===== src/rtl/id_ex_operand_stage.sv =====
// Operand fetch + ID/EX pipeline register feeding the ALU: 32x32 register file with one
// write-back port, two combinational read ports, stall/flush. Optional macro ID_EX_WB_BYPASS_EN.
module id_ex_operand_stage #(
  parameter int XLEN = 32,
  parameter int NREG = 32
) (
  input  logic            clk,
  input  logic            reset,
  input  logic [4:0]      Rs1D,
  input  logic [4:0]      Rs2D,
  input  logic [4:0]      RdD,
  input  logic [XLEN-1:0] ImmExtD,
  input  logic            ALUSrcD,
  input  logic [2:0]      ALUControlD,
  input  logic            RegWriteD,
  input  logic            ValidD,
  input  logic            StallE,
  input  logic            FlushE,
  input  logic            RegWriteW,
  input  logic [4:0]      RdW,
  input  logic [XLEN-1:0] ResultW,
  output logic [XLEN-1:0] SrcA,
  output logic [XLEN-1:0] RegData2,
  output logic [XLEN-1:0] ImmExt,
  output logic            ALUSrc,
  output logic [2:0]      ALUControl,
  output logic [4:0]      RdE,
  output logic            RegWriteE,
  output logic            ValidE
);

  logic [XLEN-1:0] regs_q [NREG];
  logic [XLEN-1:0] regs_d [NREG];
  logic            wb_en;

  // x0 is never written, so it stays at its reset value of zero
  assign wb_en = RegWriteW && (RdW != 5'd0);

  always_comb begin
    regs_d = regs_q;
    if (wb_en) regs_d[RdW] = ResultW;
  end

  always_ff @(posedge clk) begin
    if (reset) begin
      for (int i = 0; i < NREG; i++) regs_q[i] <= '0;
    end else begin
      regs_q <= regs_d;
    end
  end

  logic            hit1, hit2;
  logic [XLEN-1:0] rs1_val, rs2_val;

`ifdef ID_EX_WB_BYPASS_EN
  assign hit1 = wb_en && (RdW == Rs1D);
  assign hit2 = wb_en && (RdW == Rs2D);
`else
  assign hit1 = 1'b0;
  assign hit2 = 1'b0;
`endif

  always_comb begin
    rs1_val = hit1 ? ResultW : regs_q[Rs1D];
    rs2_val = hit2 ? ResultW : regs_q[Rs2D];
    if (Rs1D == 5'd0) rs1_val = '0;
    if (Rs2D == 5'd0) rs2_val = '0;
  end

  logic [XLEN-1:0] src_a_q, src_a_d;
  logic [XLEN-1:0] reg_data2_q, reg_data2_d;
  logic [XLEN-1:0] imm_ext_q, imm_ext_d;
  logic            alu_src_q, alu_src_d;
  logic [2:0]      alu_control_q, alu_control_d;
  logic [4:0]      rd_e_q, rd_e_d;
  logic            reg_write_e_q, reg_write_e_d;
  logic            valid_e_q, valid_e_d;

  // Flush beats stall; a stalled register ignores later write-backs to its sources
  always_comb begin
    src_a_d       = src_a_q;
    reg_data2_d   = reg_data2_q;
    imm_ext_d     = imm_ext_q;
    alu_src_d     = alu_src_q;
    alu_control_d = alu_control_q;
    rd_e_d        = rd_e_q;
    reg_write_e_d = reg_write_e_q;
    valid_e_d     = valid_e_q;
    if (FlushE) begin
      src_a_d       = '0;
      reg_data2_d   = '0;
      imm_ext_d     = '0;
      alu_src_d     = 1'b0;
      alu_control_d = 3'b000;
      rd_e_d        = 5'd0;
      reg_write_e_d = 1'b0;
      valid_e_d     = 1'b0;
    end else if (!StallE) begin
      src_a_d       = rs1_val;
      reg_data2_d   = rs2_val;
      imm_ext_d     = ImmExtD;
      alu_src_d     = ALUSrcD;
      alu_control_d = ALUControlD;
      rd_e_d        = RdD;
      reg_write_e_d = RegWriteD & ValidD;
      valid_e_d     = ValidD;
    end
  end

  always_ff @(posedge clk) begin
    if (reset) begin
      src_a_q       <= '0;
      reg_data2_q   <= '0;
      imm_ext_q     <= '0;
      alu_src_q     <= 1'b0;
      alu_control_q <= 3'b000;
      rd_e_q        <= 5'd0;
      reg_write_e_q <= 1'b0;
      valid_e_q     <= 1'b0;
    end else begin
      src_a_q       <= src_a_d;
      reg_data2_q   <= reg_data2_d;
      imm_ext_q     <= imm_ext_d;
      alu_src_q     <= alu_src_d;
      alu_control_q <= alu_control_d;
      rd_e_q        <= rd_e_d;
      reg_write_e_q <= reg_write_e_d;
      valid_e_q     <= valid_e_d;
    end
  end

  assign SrcA       = src_a_q;
  assign RegData2   = reg_data2_q;
  assign ImmExt     = imm_ext_q;
  assign ALUSrc     = alu_src_q;
  assign ALUControl = alu_control_q;
  assign RdE        = rd_e_q;
  assign RegWriteE  = reg_write_e_q;
  assign ValidE     = valid_e_q;

endmodule


===== config.mk =====
export PLATFORM = sky130hd
export DESIGN_NAME = id_ex_operand_stage
export DESIGN_NICKNAME = d
export VERILOG_FILES = /design/src/rtl/id_ex_operand_stage.sv
export SDC_FILE = /design/constraint.sdc
export NUM_CORES = 2
export LEC_CHECK = 0
export CORE_UTILIZATION = 55
export CTS_BUF_LIST = sky130_fd_sc_hd__clkbuf_8
export DETAILED_ROUTE_END_ITERATION = 6
export PLACE_DENSITY = 0.76
export SKIP_CTS_REPAIR_TIMING = 1
export SYNTH_ARGS = -nofsm -noshare
export SYNTH_HDL_FRONTEND = slang
export SYNTH_SLANG_ARGS = --single-unit
export TNS_END_PERCENT = 20

===== constraint.sdc =====
create_clock -name clk -period 3.6 [get_ports clk]
set_input_delay 1.08 -clock clk [delete_from_list [all_inputs] [get_ports clk]]
set_output_delay 1.08 -clock clk [all_outputs]
set_load 0.01 [all_outputs]

# --- Word level (Yosys, flattened, before mapping) ---
# Cells that the tools add are included.
classes:
  n_lt_le_gt_ge: 4
  muxes: 11
  n_bitwise: 4
  n_reduce_logical: 6
ops:
  columns: ["op", "count"]
  rows:
  - ["1024-bit bitwise mux", 1]
  - ["32-bit binary-select mux with 5-bit select", 2]
  - ["32-bit two-way mux", 7]
  - ["32-bit demux with 5-bit select", 1]
  - ["6-bit greater-or-equal comparator, second input constant", 3]
  - ["5-bit inverter with 6-bit output", 3]
  - ["5-bit zero test", 2]
  - ["6-bit by 1-bit < comparator with 1-bit output, second input constant", 1]
  - ["5-bit nonzero test", 1]
  - ["1-bit logical AND", 2]
  - ["2-bit OR reduction", 1]
  - ["1-bit AND", 1]
totals:
  ff_bits: 1131
  in_bits: 95
  elab_cells: 65

# --- Logic depth before layout (Yosys ltp) ---
logic_depth:
  depth_word: 6
  mapped_depth: 8
  mapped_depth_nobuf: 4

# --- Worst setup path before layout ---
# OpenSTA, ideal clock, no wires.
synth_timing:
  path_type: "input -> register"
  startpoint: "in Rs2D[2]"
  endpoint: "reg reg_data2_q[10] (netlist: RegData2[10])"
  setup_time_ns: 0.116
  arrival_ns: 2.458
  setup_slack_ns: 1.026
  stages: 6
  path_buffers: 2
  cell_sequence: "buf_4 > buf_2 > mux4_2 > mux2i_1 > o211ai_1 > a31o_1"
synth_via:
  elab_chain_cells: 5
  word_cells_on_any_way: 6
  classes_between: "mux: 4; bitwise: 1; reduce/logical: 1"
synth_rtl:
  columns: ["item", "line", "rtl"]
  rows:
  - ["start, declared", "10", "input logic [4:0] Rs2D,"]
  - ["5-bit inverter with 6-bit output (not written as such)", "65", "rs2_val = hit2 ? ResultW : regs_q[Rs2D];"]
  - ["32-bit binary-select mux with 5-bit select", "65", null]
  - ["32-bit two-way mux (not written as such) (2 in series)", "65", null]
  - ["32-bit two-way mux (*)", "67", "if (Rs2D == 5'd0) rs2_val = '0;"]
  - ["end signal, assigned", "122", "reg_data2_q <= reg_data2_d;"]
  - ["end, declared", "71", "logic [XLEN-1:0] reg_data2_q, reg_data2_d;"]
# Mark *: on every way between the ends. The rest lies on a longest branch, timed or not. The select of a mux whose other input is x is not followed.
# A chain may end at the register's enable or synchronous reset.

# --- Worst setup path in the final report ---
layout_timing:
  startpoint: "reg reg_data2_q[18] (netlist: RegData2[18])"
  endpoint: "out RegData2[18]"
layout_rtl:
  columns: ["item", "line", "rtl"]
  rows:
  - ["end, declared", "23", "output logic [XLEN-1:0] RegData2,"]
# No word-level cell between the ends.

==> metrics.md <==
| Metric | Value |
|---|---|
| Core area | 100000 um^2 |
| Cell variety after synth | 36 |
| Tmin final | 3.07 ns |
| First-pass GRT wire length | 305000 um |
| GRT Residual Overflow | 0 |
| Worst Reg-to-Reg Cells | 4 |
| Setup ws final | 0.530 ns |
| Routed wl met3 | 31500 um |
| Fin crit share | 0.853 |
| Placed Instances | 7379 |
| Io pins | 202 |
| WHS Endpoint | regs_q[373]$_SDFFE_PP0P_ |
| Final TNS setup | 0 ns |
| Failing checks | design-rule violations |
| Clock latency at the later pin of the worst-skew pair | 0.89 ns |
| TritonCTS clock tree | yes |
| WHS | between 0.4 and 0.5 ns |
| Initial core utilization | 0.555 |
| Synth top area share | 0.408 |
| Crit-path max cell delay | 0.60 ns |
| Mean Syn Cell Area | between 8 and 9 um^2 |
| Crit Path Category | reg2out |
| Worst vdd ir | 318 uV |
| P per Cell Area | roughly 420 nW/um^2 |
| Synthesized cell area | approximately 55000 um^2 |
| CP max stage cell | clkdlybuf4s50_1 |
| Final hold vios | 0 |
| Worst-path maximum fanout | 2 |
| Worst r2r src | regs_q[501]$_SDFFE_PP0P_ |
| Total GRT Usage | 0.395 |
| WL per Instance | roughly 27 um |
| Final-report setup violation count | 0 |
| Fmax | ~330 MHz |
| FFs w/ async S/R, synth | 0 |
| CTS buffer count | 186 |
| Worst Skew | approximately 0.043 ns |
| CP bufs+invs | 1 |
| Yosys reg bits | 1131 |
| H-tree depth | 4 |
| Post-synth EDFFs | 0 |
| Largest net degree at the start of global routing | approximately 230 |
| CTS Buffer Depth | 3 |
| Post-route ant nets | 0 |
| Top-count cell post-synth | nand2_1 |
| Fillers | ~8000 |
| Leak | 21.8 nW |
| Die Width | about 320 um |
| Reg2reg setup slack | 1.78 ns |
| Final nets | about 6400 |
| Final WL | 207000 um |
| Dominant cells by area after synthesis | dfxtp_1 41%, mux4_2 16%, nand2_1 14%, a21oi_1 9.0%, mux2i_1 7.7% |
| Post-synthesis sequential area ratio | 0.408 |
| DRT iter0 DRCs | 8005 |
| Critical Path Start Type | register |
| M1 wire length | between 70000 and 80000 um |
| Post-route DRC | 2 |
| Vias per cell | 6.69 |
| Die footprint | 102000 um^2 |
| Critical Path RT | between 2 and 3 ns |
| Wire length on met2 | 89700 um |
| CP arrival | around 2 ns |
| Port bufs | 201 |
| Dpl hpwl | 126000 um |
| RSZ-0062 raised after global routing | no |
| Post-Layout Cell Count | 7709 |
| Synthesized instance count | 6262 |
| Vias in the first global route | roughly 49000 |
| Std-Cell Rows | 116 |
| Slew Limit Fails | 0 |
| Pre-antenna DRT Iters | 7 |
| Cell Chain, Critical Path | clkdlybuf4s50_1 |
| Final GP Congestion | between 0.9 and 1 |
| Clk root buf | clkbuf_8 |
| Synth warnings | 0 |
| Headroom to the max-slew limit | 0.113 |
| Post-synth top area cell | dfxtp_1 |
| Hold Path Class | reg2reg |
| Post-Place Worst Slack | 0.323 ns |
| Worst flop-to-flop path endpoint | SrcA[21]$_SDFFE_PP0N_ |
| DR vias | between 50000 and 60000 |
| CTS Sinks | 1131 |
| Max Cap Viol | 0 |
| Area growth from synthesis to layout | 13.7% |
| Hold wc startpoint | regs_q[373]$_SDFFE_PP0P_ |
| WHS Path Cells | 2 |
| Die height | around 320 um |
| Status | finished, violations left |
| Top post-synthesis cells by count | 2080 x nand2_1, 1131 x dfxtp_1, 993 x a21oi_1, 425 x mux2i_1, 384 x mux4_2 |
| Clk slew on worst S/H paths | about 0.06 ns |
| Layout cells sized above 1 | 0.151 |
| Initial antenna violation count | 4 |
| Critical Path Sink Type | output port |
| Post-synth top flop | dfxtp_1 |
| Net Count, Synth | 6357 |
| Worst Tran Pin Value | 1.33 ns |
| Highest routed metal layer | met5 |
| CP delay by family, top | buffers and inverters |
## where the power goes
part / total (W) / internal (W) / switching [W] / leakage (nW)
clock: 0.0117 / 0.00624 / 0.00541 / 2.20
sequential: 0.0127 / 0.0126 / 0.0000874 / 9.12
combinational: 0.00238 / 0.000848 / 0.00154 / 10.5
## tightest hold or removal path, delay by kind of cell, from the launching register on
family	cells	cell delay [ns]
AOI/OAI and AO/OA	1	0.05
DFF	1	0.31
and+or+nand+nor	1	0.05
## sequential cells by signal, indices dropped and copies added (netlist names)
register / flops
SrcA: 32
RdE: 5
ALUControl: 3
RegData2: 32
ALUSrc: 1
regs_q: 1024
RegWriteE: 1
ValidE: 1
ImmExt: 32
## logic make-up (layout without fill, tap and decap cells)
group | after synthesis | in the layout | share of synthesized area
AO/OA/AOI/OAI | 1380 | 1380 | 0.145
other | 0 | 3 | 0
buffers and inverters | 655 | 801 | 0.0533
AND/OR/NAND/NOR | 2287 | 2287 | 0.161
flip-flops | 1131 | 1131 | 0.408
multiplexers | 809 | 809 | 0.233
## layout by cell type, fill, tap and decap left out, drive strengths merged, types with 74 or more instances in the layout
cell / count
inv: 74
dfxtp: 1131
mux2i: 425
a21oi: 993
mux4: 384
a22o: 128
buf: 280
nand2: 2080
clkbuf: 238
clkdlybuf4s50: 191
## layout make-up
class | count | area (um^2) | area share
Multi-Input combinational cell | 4476 | 30100 | 0.477
Sequential cell | 1131 | 22600 | 0.359
Timing Repair Buffer | 472 | 4910 | 0.0778
Clock buffer | 237 | 3260 | 0.0517
Tap cell | 1298 | 1620 | 0.0257
Clock inverter | 90 | 548 | 0.00868
Inverter | 2 | 7.51 | 0.000119
Antenna cell | 3 | 7.51 | 0.000119
## worst max path at each step
stage | endpoint | startpoint | slack, ns | cells past startpoint
detailed placement | regs_q[295]$_SDFFE_PP0P_ | RdW[1] | 0.32 | 6
global placement | RegData2[29]$_SDFFE_PP0N_ | Rs2D[1] | 0.34 | 7
global route | RegData2[18] | RegData2[18]$_SDFFE_PP0N_ | 0.53 | 1
CTS | RegData2[18] | RegData2[18]$_SDFFE_PP0N_ | 0.55 | 1
floorplan | RegData2[10]$_SDFFE_PP0N_ | Rs2D[2] | 1.03 | 6
finish | RegData2[18] | RegData2[18]$_SDFFE_PP0N_ | 0.53 | 1
## stage by stage
step	power, W	instance area, um^2	utilization
4_1_cts	0.0266	63100	0.631
3_3_place_gp	0.0152	59300	0.593
5_1_grt	0.0274	63100	0.631
2_1_floorplan	0.0144	55500	-
3_5_place_dp	0.0153	59300	0.593
6_report	0.0268	63100	0.631
## metal layers
metal / vias up / global-route usage
met1: 24400 / 0.490
li1: 21900 / -
met4: 4 / 0.254
met2: 4265 / 0.585
met3: 1009 / 0.135
met5: - / 0
No activity file was read; power rests on OpenSTA's default activity.
